==> src/rtl/decoder_nx_seq_pkg.sv <==
// Shared mode constants, state encoding and the {en, mode} -> state mapping.
package decoder_pkg;

  localparam logic [1:0] MODE_DECODE = 2'b00;
  localparam logic [1:0] MODE_THERMO = 2'b01;
  localparam logic [1:0] MODE_SCAN   = 2'b10;
  localparam logic [1:0] MODE_RSVD   = 2'b11;

  typedef enum logic [2:0] {
    ST_IDLE   = 3'd0,
    ST_DECODE = 3'd1,
    ST_THERMO = 3'd2,
    ST_SCAN   = 3'd3,
    ST_RSVD   = 3'd4
  } state_e;

  // The state follows the live inputs one cycle later; en has priority.
  function automatic state_e mode2state(input logic en, input logic [1:0] mode);
    if (!en) return ST_IDLE;
    case (mode)
      MODE_DECODE: return ST_DECODE;
      MODE_THERMO: return ST_THERMO;
      MODE_SCAN:   return ST_SCAN;
      default:     return ST_RSVD;
    endcase
  endfunction

endpackage

==> src/rtl/decoder_nx_seq_if.sv <==
// Control/select bus of the decoder. master = control logic, slave = decoder.
interface decoder_nx_seq_if #(parameter int N = 3);
  localparam int OUT_W = 1 << N;

  logic             en;
  logic [1:0]       mode;
  logic             in_valid;
  logic             in_ready;
  logic [N-1:0]     sel;
  logic [OUT_W-1:0] d;
  logic             d_valid;
  logic [N-1:0]     scan_idx;
  logic             wrap;

  modport master (
    output en, mode, in_valid, sel,
    input  in_ready, d, d_valid, scan_idx, wrap
  );

  modport slave (
    input  en, mode, in_valid, sel,
    output in_ready, d, d_valid, scan_idx, wrap
  );
endinterface

==> src/rtl/decoder_nx_seq_scan_timer.sv <==
// Scan index generator: each index held SCAN_DIV cycles, wrap pulse on roll-over.
module scan_timer #(
  parameter int N        = 3,
  parameter int SCAN_DIV = 4
) (
  input  logic         clk,
  input  logic         rst_n,
  input  logic         clear,
  input  logic         run,
  output logic [N-1:0] idx,
  output logic [N-1:0] idx_nxt,
  output logic         wrap
);
  localparam int DIV_W = (SCAN_DIV > 1) ? $clog2(SCAN_DIV) : 1;
  localparam logic [DIV_W-1:0] DIV_TC = DIV_W'(SCAN_DIV - 1);

  logic [DIV_W-1:0] r_div, w_div_nxt;
  logic [N-1:0]     r_idx;
  logic             r_wrap, w_wrap_nxt, w_tc;

  // Next divider/index/wrap; idx_nxt is exported so the owner can register
  // a pattern that lines up with idx in the same cycle.
  always_comb begin
    w_tc       = (r_div == DIV_TC);
    w_div_nxt  = r_div;
    idx_nxt    = r_idx;
    w_wrap_nxt = 1'b0;
    if (clear) begin
      w_div_nxt = '0;
      idx_nxt   = '0;
    end else if (run) begin
      if (w_tc) begin
        w_div_nxt  = '0;
        idx_nxt    = r_idx + 1'b1;
        w_wrap_nxt = (r_idx == '1);
      end else begin
        w_div_nxt = r_div + 1'b1;
      end
    end
  end

  // Timer state; async reset drops everything, including a pending wrap.
  always_ff @(posedge clk or negedge rst_n) begin
    if (!rst_n) begin
      r_div  <= '0;
      r_idx  <= '0;
      r_wrap <= 1'b0;
    end else begin
      r_div  <= w_div_nxt;
      r_idx  <= idx_nxt;
      r_wrap <= w_wrap_nxt;
    end
  end

  assign idx  = r_idx;
  assign wrap = r_wrap;
endmodule

==> src/rtl/decoder_nx_seq.sv <==
// Registered N-to-2^N decoder with one-hot, thermometer and self-timed scan modes.
module decoder_nx_seq
  import decoder_pkg::*;
#(
  parameter int N          = 3,
  parameter int ACTIVE_LOW = 0,
  parameter int SCAN_DIV   = 4
) (
  input logic               clk,
  input logic               rst_n,
  decoder_nx_seq_if.slave   bus
);
  localparam int OUT_W = 1 << N;
  localparam logic [OUT_W-1:0] INACT = (ACTIVE_LOW != 0) ? '1 : '0;

  state_e           r_state, w_nstate;
  logic [N-1:0]     r_sel, w_sel_nxt;
  logic             r_have, w_have_nxt;
  logic [OUT_W-1:0] r_d, w_pat, w_hot, w_thr, w_scn;
  logic             r_dv, w_dv_nxt;
  logic             w_rdy, w_cap, w_park;
  logic             w_scan_clr, w_scan_run;
  logic [N-1:0]     w_idx, w_idx_nxt;
  logic             w_wrap;

  // Ready depends only on the live en/mode, never on in_valid.
  assign w_rdy = bus.en & ~bus.mode[1];

  // State register.
  always_ff @(posedge clk or negedge rst_n) begin
    if (!rst_n) r_state <= ST_IDLE;
    else        r_state <= w_nstate;
  end

  // Next state straight from {en, mode}.
  always_comb w_nstate = mode2state(bus.en, bus.mode);

  // Output decode: capture, held-select validity and the pattern for the next cycle.
  always_comb begin
    w_cap      = bus.in_valid & w_rdy;
    w_park     = (w_nstate == ST_IDLE) || (w_nstate == ST_RSVD);
    w_sel_nxt  = w_cap ? bus.sel : r_sel;
    // A held select only counts once captured since the last IDLE/RSVD stay.
    w_have_nxt = w_cap | (r_have & ~w_park);
    for (int k = 0; k < OUT_W; k++) begin
      w_hot[k] = (w_sel_nxt == N'(k));
      w_thr[k] = (N'(k) <= w_sel_nxt);
      w_scn[k] = (w_idx_nxt == N'(k));
    end
    w_pat    = '0;
    w_dv_nxt = 1'b0;
    case (w_nstate)
      ST_DECODE: begin w_pat = w_have_nxt ? w_hot : '0; w_dv_nxt = w_have_nxt; end
      ST_THERMO: begin w_pat = w_have_nxt ? w_thr : '0; w_dv_nxt = w_have_nxt; end
      ST_SCAN:   begin w_pat = w_scn;                   w_dv_nxt = 1'b1;       end
      default:   ;
    endcase
    // Clearing on entry as well as outside SCAN makes the first SCAN cycle show index 0.
    w_scan_run = (w_nstate == ST_SCAN);
    w_scan_clr = !w_scan_run || (r_state != ST_SCAN);
  end

  // Output/data registers; polarity is folded in ahead of the flop so d never glitches.
  always_ff @(posedge clk or negedge rst_n) begin
    if (!rst_n) begin
      r_sel  <= '0;
      r_have <= 1'b0;
      r_d    <= INACT;
      r_dv   <= 1'b0;
    end else begin
      r_sel  <= w_sel_nxt;
      r_have <= w_have_nxt;
      r_d    <= w_pat ^ INACT;
      r_dv   <= w_dv_nxt;
    end
  end

  scan_timer #(.N(N), .SCAN_DIV(SCAN_DIV)) u_scan (
    .clk     (clk),
    .rst_n   (rst_n),
    .clear   (w_scan_clr),
    .run     (w_scan_run),
    .idx     (w_idx),
    .idx_nxt (w_idx_nxt),
    .wrap    (w_wrap)
  );

  assign bus.in_ready = w_rdy;
  assign bus.d        = r_d;
  assign bus.d_valid  = r_dv;
  assign bus.scan_idx = w_idx;
  assign bus.wrap     = w_wrap;
endmodule

==> src/flat_wrapper.sv <==
// flat-port wrapper written by rule: the top's interface ports become plain ports
module decoder_nx_seq_flat import decoder_pkg::*;
#(
  parameter int N          = 3,
  parameter int ACTIVE_LOW = 0,
  parameter int SCAN_DIV   = 4
)
  (clk, rst_n, bus_en, bus_mode, bus_in_valid, bus_sel, bus_in_ready, bus_d, bus_d_valid, bus_scan_idx, bus_wrap);
  decoder_nx_seq_if #(.N(N)) bus_i ();
  input logic clk;
  input logic rst_n;
  input wire logic [$bits(bus_i.en)-1:0] bus_en;
  input wire logic [$bits(bus_i.mode)-1:0] bus_mode;
  input wire logic [$bits(bus_i.in_valid)-1:0] bus_in_valid;
  input wire logic [$bits(bus_i.sel)-1:0] bus_sel;
  output wire logic [$bits(bus_i.in_ready)-1:0] bus_in_ready;
  output wire logic [$bits(bus_i.d)-1:0] bus_d;
  output wire logic [$bits(bus_i.d_valid)-1:0] bus_d_valid;
  output wire logic [$bits(bus_i.scan_idx)-1:0] bus_scan_idx;
  output wire logic [$bits(bus_i.wrap)-1:0] bus_wrap;
  assign bus_i.en = bus_en;
  assign bus_i.mode = bus_mode;
  assign bus_i.in_valid = bus_in_valid;
  assign bus_i.sel = bus_sel;
  assign bus_in_ready = bus_i.in_ready;
  assign bus_d = bus_i.d;
  assign bus_d_valid = bus_i.d_valid;
  assign bus_scan_idx = bus_i.scan_idx;
  assign bus_wrap = bus_i.wrap;
  decoder_nx_seq #(.N(N), .ACTIVE_LOW(ACTIVE_LOW), .SCAN_DIV(SCAN_DIV)) u_core (.clk(clk), .rst_n(rst_n), .bus(bus_i));
endmodule
==> config.mk <==
export PLATFORM = sky130hd
export DESIGN_NAME = decoder_nx_seq_flat
export DESIGN_NICKNAME = d
export VERILOG_FILES = /design/src/rtl/decoder_nx_seq_pkg.sv /design/src/rtl/decoder_nx_seq_if.sv /design/src/rtl/decoder_nx_seq_scan_timer.sv /design/src/rtl/decoder_nx_seq.sv /design/src/flat_wrapper.sv
export SDC_FILE = /design/constraint.sdc
export NUM_CORES = 1
export LEC_CHECK = 0
export BUFFER_PORTS_ARGS = -buffer_cell sky130_fd_sc_hd__buf_4
export CORE_AREA = 2 2 65 67
export DETAILED_ROUTE_END_ITERATION = 16
export DIE_AREA = 0 0 67 69
export GPL_TIMING_DRIVEN = 1
export RECOVER_POWER = 25
export SYNTH_ARGS = -nofsm -noshare
export SYNTH_HDL_FRONTEND = slang
export SYNTH_HIERARCHICAL = 1
export SYNTH_SLANG_ARGS = --single-unit
==> constraint.sdc <==
create_clock -name clk -period 1.8 [get_ports clk]
set_input_delay 0.27 -clock clk [delete_from_list [all_inputs] [get_ports clk]]
set_output_delay 0.27 -clock clk [all_outputs]
set_load 0.02 [all_outputs]
Word-level counts from Yosys, hierarchy flattened
Cells that the tools add are included.
{"block": "op_classes", "n_reduce_logical": 9, "n_eq_ne": 23, "n_lt_le_gt_ge": 8, "mul": 0, "add_sub_neg": 2, "n_div": 0, "shifts": 0, "n_mux": 16, "bitwise_logic": 6}
{"operator": "$eq A3 B3 Y1 const B", "n": 10}
{"operator": "$pmux W8 S3", "n": 1}
{"operator": "$eq A3 B2 Y1 const B", "n": 6}
{"operator": "$mux W8", "n": 2}
{"operator": "$mux W3", "n": 5}
{"operator": "$le A3 B3 Y1 const A", "n": 4}
{"operator": "$eq A3 B1 Y1 const B", "n": 3}
{"operator": "$logic_not A3 Y1", "n": 3}
{"operator": "$pmux W3 S3", "n": 1}
{"operator": "$le A1 B3 Y1 const A", "n": 2}
{"operator": "$le A2 B3 Y1 const A", "n": 2}
{"operator": "$mux W2", "n": 3}
{"operator": "$eq A2 B2 Y1 const B", "n": 2}
{"operator": "$add A3 B1 Y3 const B", "n": 1}
{"operator": "$and A1 B1 Y1", "n": 3}
{"operator": "$mux W1", "n": 3}
{"operator": "$ne A3 B2 Y1 const B", "n": 1}
{"operator": "$add A2 B1 Y2 const B", "n": 1}
{"operator": "$eq A2 B1 Y1 const B", "n": 1}
{"operator": "$logic_not A2 Y1", "n": 1}
{"operator": "$logic_or A1 B1 Y1", "n": 2}
{"operator": "$not A1 Y1", "n": 2}
{"operator": "$pmux W1 S2", "n": 1}
{"operator": "$reduce_bool A2 Y1", "n": 1}
{"operator": "other kinds (3)", "n": 3}
{"block": "totals", "mem_bits_rw": 0, "in_bits": 9, "latch_bits": 0, "ff_bits": 22, "memories": 0, "mem_bits_ro": 0}

Logic depth before layout (Yosys ltp)
{"block": "logic_depth", "ltp_word": 10, "mapped_depth": 10, "depth_no_buf": 9}

Cells and area by module
The synthesis kept the hierarchy.
{"mod": "decoder_nx_seq", "area_per_inst_um2": 983.4, "cells_per_inst": 98, "seq_area_each_um2": 400.4, "n_inst": 1}
{"mod": "scan_timer", "area_per_inst_um2": 321.6, "cells_per_inst": 26, "seq_area_each_um2": 150.1, "n_inst": 1}

Least setup slack after synthesis
Ideal clock, no wire load.
{"block": "synth_path", "path_type": "input to register", "startpoint": "input port bus_mode[0]", "endpoint": "register u_core.r_d[2] (netlist: u_core/bus.d[2])", "cell_stages": 9, "setup_ns": 0.137, "path_slack_ns": -0.200, "arrival_ns": 1.863, "cell_sequence": "inv_1 ha_1 or2_1 and3_1 buf_6 a21bo_2 a21oi_1 nand3b_1 o221ai_1"}
{"block": "synth_via", "elab_cells_between_ends": 22}
{"item": "start, declared", "line": "flat_wrapper.sv:13", "source": "input wire logic [$bits(bus_i.mode)-1:0] bus_mode;"}
{"item": "$eq A2 B2 Y1, or another cell as far along", "line": "decoder_nx_seq_pkg.sv:20", "source": "case (mode)"}
{"item": "$pmux W3 S3 (*)", "line": "decoder_nx_seq_pkg.sv:20"}
{"item": "$mux W3 (*)", "line": "decoder_nx_seq_pkg.sv:20"}
{"item": "$eq A3 B2 Y1 (*)", "line": "decoder_nx_seq.sv:59", "source": "w_scan_run = (w_nstate == ST_SCAN);"}
{"item": "via u_core.w_scan_run", "line": "decoder_nx_seq.sv:22", "source": "logic w_scan_clr, w_scan_run;"}
{"item": "$logic_not A1 Y1", "line": "decoder_nx_seq.sv:60", "source": "w_scan_clr = !w_scan_run || (r_state != ST_SCAN);"}
{"item": "$logic_or A1 B1 Y1", "line": "decoder_nx_seq.sv:60"}
{"item": "$mux W3 (*)", "line": "decoder_nx_seq_scan_timer.sv:28", "source": "if (clear) begin"}
{"item": "via u_core.w_idx_nxt[0]", "line": "decoder_nx_seq.sv:23", "source": "logic [N-1:0] w_idx, w_idx_nxt;"}
{"item": "$eq A3 B2 Y1 (*)", "line": "decoder_nx_seq.sv:48", "source": "w_scn[k] = (w_idx_nxt == N'(k));"}
{"item": "$pmux W8 S3 (*)", "line": "decoder_nx_seq.sv:52", "source": "case (w_nstate)"}
{"item": "via u_core.w_pat[2]", "line": "decoder_nx_seq.sv:19", "source": "logic [OUT_W-1:0] r_d, w_pat, w_hot, w_thr, w_scn;"}
{"item": "end signal, assigned", "line": "decoder_nx_seq.sv:73", "source": "r_d <= w_pat ^ INACT;"}
{"item": "end, declared", "line": "decoder_nx_seq.sv:19"}
The timed path passes the listed nets; every way through them passes the cells marked *.
A chain may end at the register's enable or synchronous reset.

Worst setup path after layout
{"block": "layout_path", "startpoint": "input port bus_mode[1]", "endpoint": "register u_core.r_d[7] (netlist: u_core/bus.d[7])"}
{"block": "layout_via", "elab_cells_between_ends": 28}
{"item": "$eq A2 B2 Y1, or another cell as far along", "line": "decoder_nx_seq_pkg.sv:20"}
{"item": "$pmux W3 S3 (*)", "line": "decoder_nx_seq_pkg.sv:20"}
{"item": "$mux W3 (*)", "line": "decoder_nx_seq_pkg.sv:20"}
{"item": "$eq A3 B2 Y1 (*)", "line": "decoder_nx_seq.sv:59"}
{"item": "via u_core.w_scan_run", "line": "decoder_nx_seq.sv:22"}
{"item": "$logic_not A1 Y1 (*)", "line": "decoder_nx_seq.sv:60"}
{"item": "$logic_or A1 B1 Y1 (*)", "line": "decoder_nx_seq.sv:60"}
{"item": "via u_core.w_scan_clr", "line": "decoder_nx_seq.sv:22"}
{"item": "$mux W3 (*)", "line": "decoder_nx_seq_scan_timer.sv:28"}
{"item": "via u_core.w_idx_nxt[1]", "line": "decoder_nx_seq.sv:23"}
{"item": "$eq A3 B3 Y1 (*)", "line": "decoder_nx_seq.sv:48"}
{"item": "$pmux W8 S3 (*)", "line": "decoder_nx_seq.sv:52"}
{"item": "via u_core.w_pat[7]", "line": "decoder_nx_seq.sv:19"}
Marks and branches as above.

==> impl_metrics.py <==
metrics = {
    "detailed_routing": {
        "vias": 1139,
        "drc": 0,
        "firstDrtPassIters": 4,
        "drt_wl_total_um": 3190,
        "wl_per_cell_um": 14.5,
        "via_per_inst": 5.18,
        "drt.antenna.violating_nets": 0,
        "dr.first_iter.drc_count": 30,
    },
    "timing": {
        "relSlewSlack_pct": 22.0,
        "holdWs_ps": 286,
        "hold_viol_final": 0,
        "min_period_ps": 1770,
        "finalCritPeriodShare_pct": 98.2,
        "clock_skew_ps": 1.96,
        "setup_ws_ps": 32.4,
        "final-setup-viol-count": 0,
        "slew_viol_final": 0,
        "clock.fmax_ghz": 0.566,
        "tightest_slew_ps": 1170,
    },
    "cells_and_area": {
        "area_growth_pct": 45.0,
        "fillCellCount": 382,
        "diodes": 0,
        "drive_gt1_share_pct": 46.5,
        "postLayoutCoreUtil_pct": 48.3,
        "final_cell_mix": "buf_4 (37), dfrtp_1 (22), nor2_1 (9)",
        "nets": 187,
        "layout_commonest_cell": "buf_4",
    },
    "clocking": {
        "clk_pin_slew_ps": 80,
        "clock_path_buffers": 2,
        "cts_buffers": 3,
        "clk_latency_ps": 260,
        "cts_sinks": 22,
        "htreeDepth": 1,
        "cts_tree": "yes",
        "root_buffer": "clkbuf_8",
    },
    "global_routing": {
        "antenna_found_initial": 0,
        "grt.overflow.total": 0,
        "grt_pass1_vias": 1109,
        "grt_max_degree": 23,
        "grtUsageTotal_pct": 13.9,
        "grt_pass1_wl_um": 4970,
    },
    "place": {
        "io_buffers": 22,
        "gp_congestion": 0.815,
        "place_ws_ps": -186,
        "hpwl_um": 2220,
    },
    "floorplan": {
        "core-area_mm2": 0.00391,
        "pin_count": 23,
        "initial_core_util_pct": 33.3,
        "dieArea_mm2": 0.00462,
        "die_y_um": 69,
        "die_w_um": 67,
        "rows": 23,
    },
    "power": {
        "power_density_mw_per_mm2": 607,
        "intPower_uw": 830,
        "p_sw_uw": 319,
        "power.static_leakage_uw": 0.000857,
        "vdd_ir_drop_max_v": 0.000217,
        "p_comb_share_pct": 21.8,
        "power.total_uw": 1150,
        "pwr-share-seq_pct": 47.1,
        "clockPowerShare_pct": 31.1,
        "p_sw_share_pct": 27.8,
    },
    "worst_setup_path": {
        "cp_data_arrival_time_ps": 1930,
        "critPathLaunchType": "primary input",
        "criticalPathCategory": "primary input to flip-flop",
        "critPathRequiredTime_ps": 1970,
        "crit_path_end_kind": "flip-flop",
        "worst-path-max-fanout": 9,
    },
    "run_status": {
        "outcome": "finished, final reports clean",
    },
    "yosys": {
        "yosys-mux-area-fraction_pct": 7.19,
        "synth-xor-area-share_pct": 0,
        "synth_seq_area_share_pct": 42.2,
        "syn_area_mm2": 0.00131,
        "synthCells": 124,
        "syn_area_per_cell_um2": 10.5,
        "synth_top_family_by_area": "simple AND/OR/NAND/NOR gates",
        "yosys_warnings": 6,
        "synth.distinct_cells": 41,
        "synth-simple-area-share_pct": 22.8,
        "synth_nets": 140,
        "synth-seq-cells": 22,
        "synth_fa_ha_area_share_pct": 6.71,
        "synth_compound_area_share_pct": 17.0,
    },
    "run": {
        "max_cap_viol_count": 0,
    },
    "hold_path": {
        "hp-class": "primary input to flip-flop",
    },
}
-- sequential cells by signal, summed over array words and instances (netlist names) --
name	count
u_core/bus.d	8
u_core/bus.d_valid	1
u_core/r_have	1
u_core/r_sel	3
u_core/r_state	3
u_core/u_scan/idx	3
u_core/u_scan/r_div	2
u_core/u_scan/wrap	1
-- cells by family (layout without fill, tap and decap cells) --
| family | Yosys count | in the layout |
|---|---|---|
| muxes | 6 | 6 |
| DFF | 22 | 22 |
| AOI/OAI and AO/OA | 28 | 29 |
| buffers and inverters | 10 | 55 |
| adders and majority gates | 7 | 7 |
| and+or+nand+nor | 51 | 51 |
-- power by group through the flow --
stage	registers [uW]	logic, uW	clock network (uW)
global route	544	273	394
global placement	549	231	0
detailed placement	550	235	0
CTS	541	241	366
finish	541	250	358
floorplan	553	141	0
-- worst paths after layout --
kind,slack (ps),startpoint,cells after the start,end
worst max register to register,80,u_core/u_scan/idx[1],7,u_core/bus.d[4]
min in group asynchronous,760,rst_n,2,u_core/u_scan/r_div[0]
max in group asynchronous,340,rst_n,2,u_core/r_have
worst min-delay path,290,bus_sel[0],3,u_core/r_sel[0]
worst max-delay path,30,bus_mode[1],10,u_core/bus.d[7]
worst min register to register,580,u_core/u_scan/r_div[1],2,u_core/u_scan/r_div[1]
-- synth_stat cells (all sizes together) --
cell	number	area share [%]
a21bo	3	2.3
a21boi	1	1.4
a21oi	8	3.4
and2	3	1.4
and2b	2	1.2
and3	3	1.4
and4b	2	1.5
buf	2	1.7
clkbuf	2	0.67
dfrtp	22	42
ha	7	6.7
inv	6	1.7
mux2	1	1.2
mux2i	5	6.0
nand2	8	2.3
nand2b	8	3.8
nand3	5	1.9
nand3b	4	2.3
nand4	1	0.48
nand4b	1	0.67
nor2	9	2.6
nor3	1	0.77
nor3b	1	0.58
nor4b	1	0.67
o211ai	2	1.2
o21ai	6	2.6
o221ai	1	0.67
o22ai	2	0.96
o2bb2ai	1	0.67
o311ai	2	1.3
o32ai	2	2.5
or2	1	0.48
or3b	1	0.67
-- layer usage --
layer / vias up / GRT usage (%) / wire (um)
met2: 32 / 22.9 / 1640
li1: 537 / - / -
met4: 0 / 7.48 / 57
met5: - / 0 / 0
met1: 566 / 17.6 / 1390
met3: 4 / 1.14 / 100
-- per-stage QoR --
stage	cell area [um^2]	std cells	setup TNS (ps)
after floorplan	1370	124	-3.49
after global placement	1690	207	-772
after detailed placement	1690	207	-1140
after CTS	1780	212	0
after global routing	1890	220	-58.3
final	1890	220	0
-- layout make-up --
type,count,area (um^2),area share [%]
Timing Repair Buffer,45,365,19.3
Sequential cell,22,551,29.1
Tap cell,50,62.6,3.31
Inverter,6,25.0,1.32
Multi-Input combinational cell,93,833,44.0
Clock buffer,4,55.1,2.91
-- critical path: stages --
cell and delay (ps):
buf_8 110, ha_4 150, and2b_1 200, and3_4 230
nand4b_1 210, buf_6 210, a21oi_2 110, buf_6 140
nand2_1 80, o22ai_1 220
-- what timing repair did --
action                     CTS  global route
pin swaps                    0             6
setup endpoints to repair    2             8
hold buffers                 1             0
hold endpoints to repair    22             0
buffers inserted             0             7
cloned                       0             1
gates resized for setup      2            14
(Power assumes the default switching activity.)
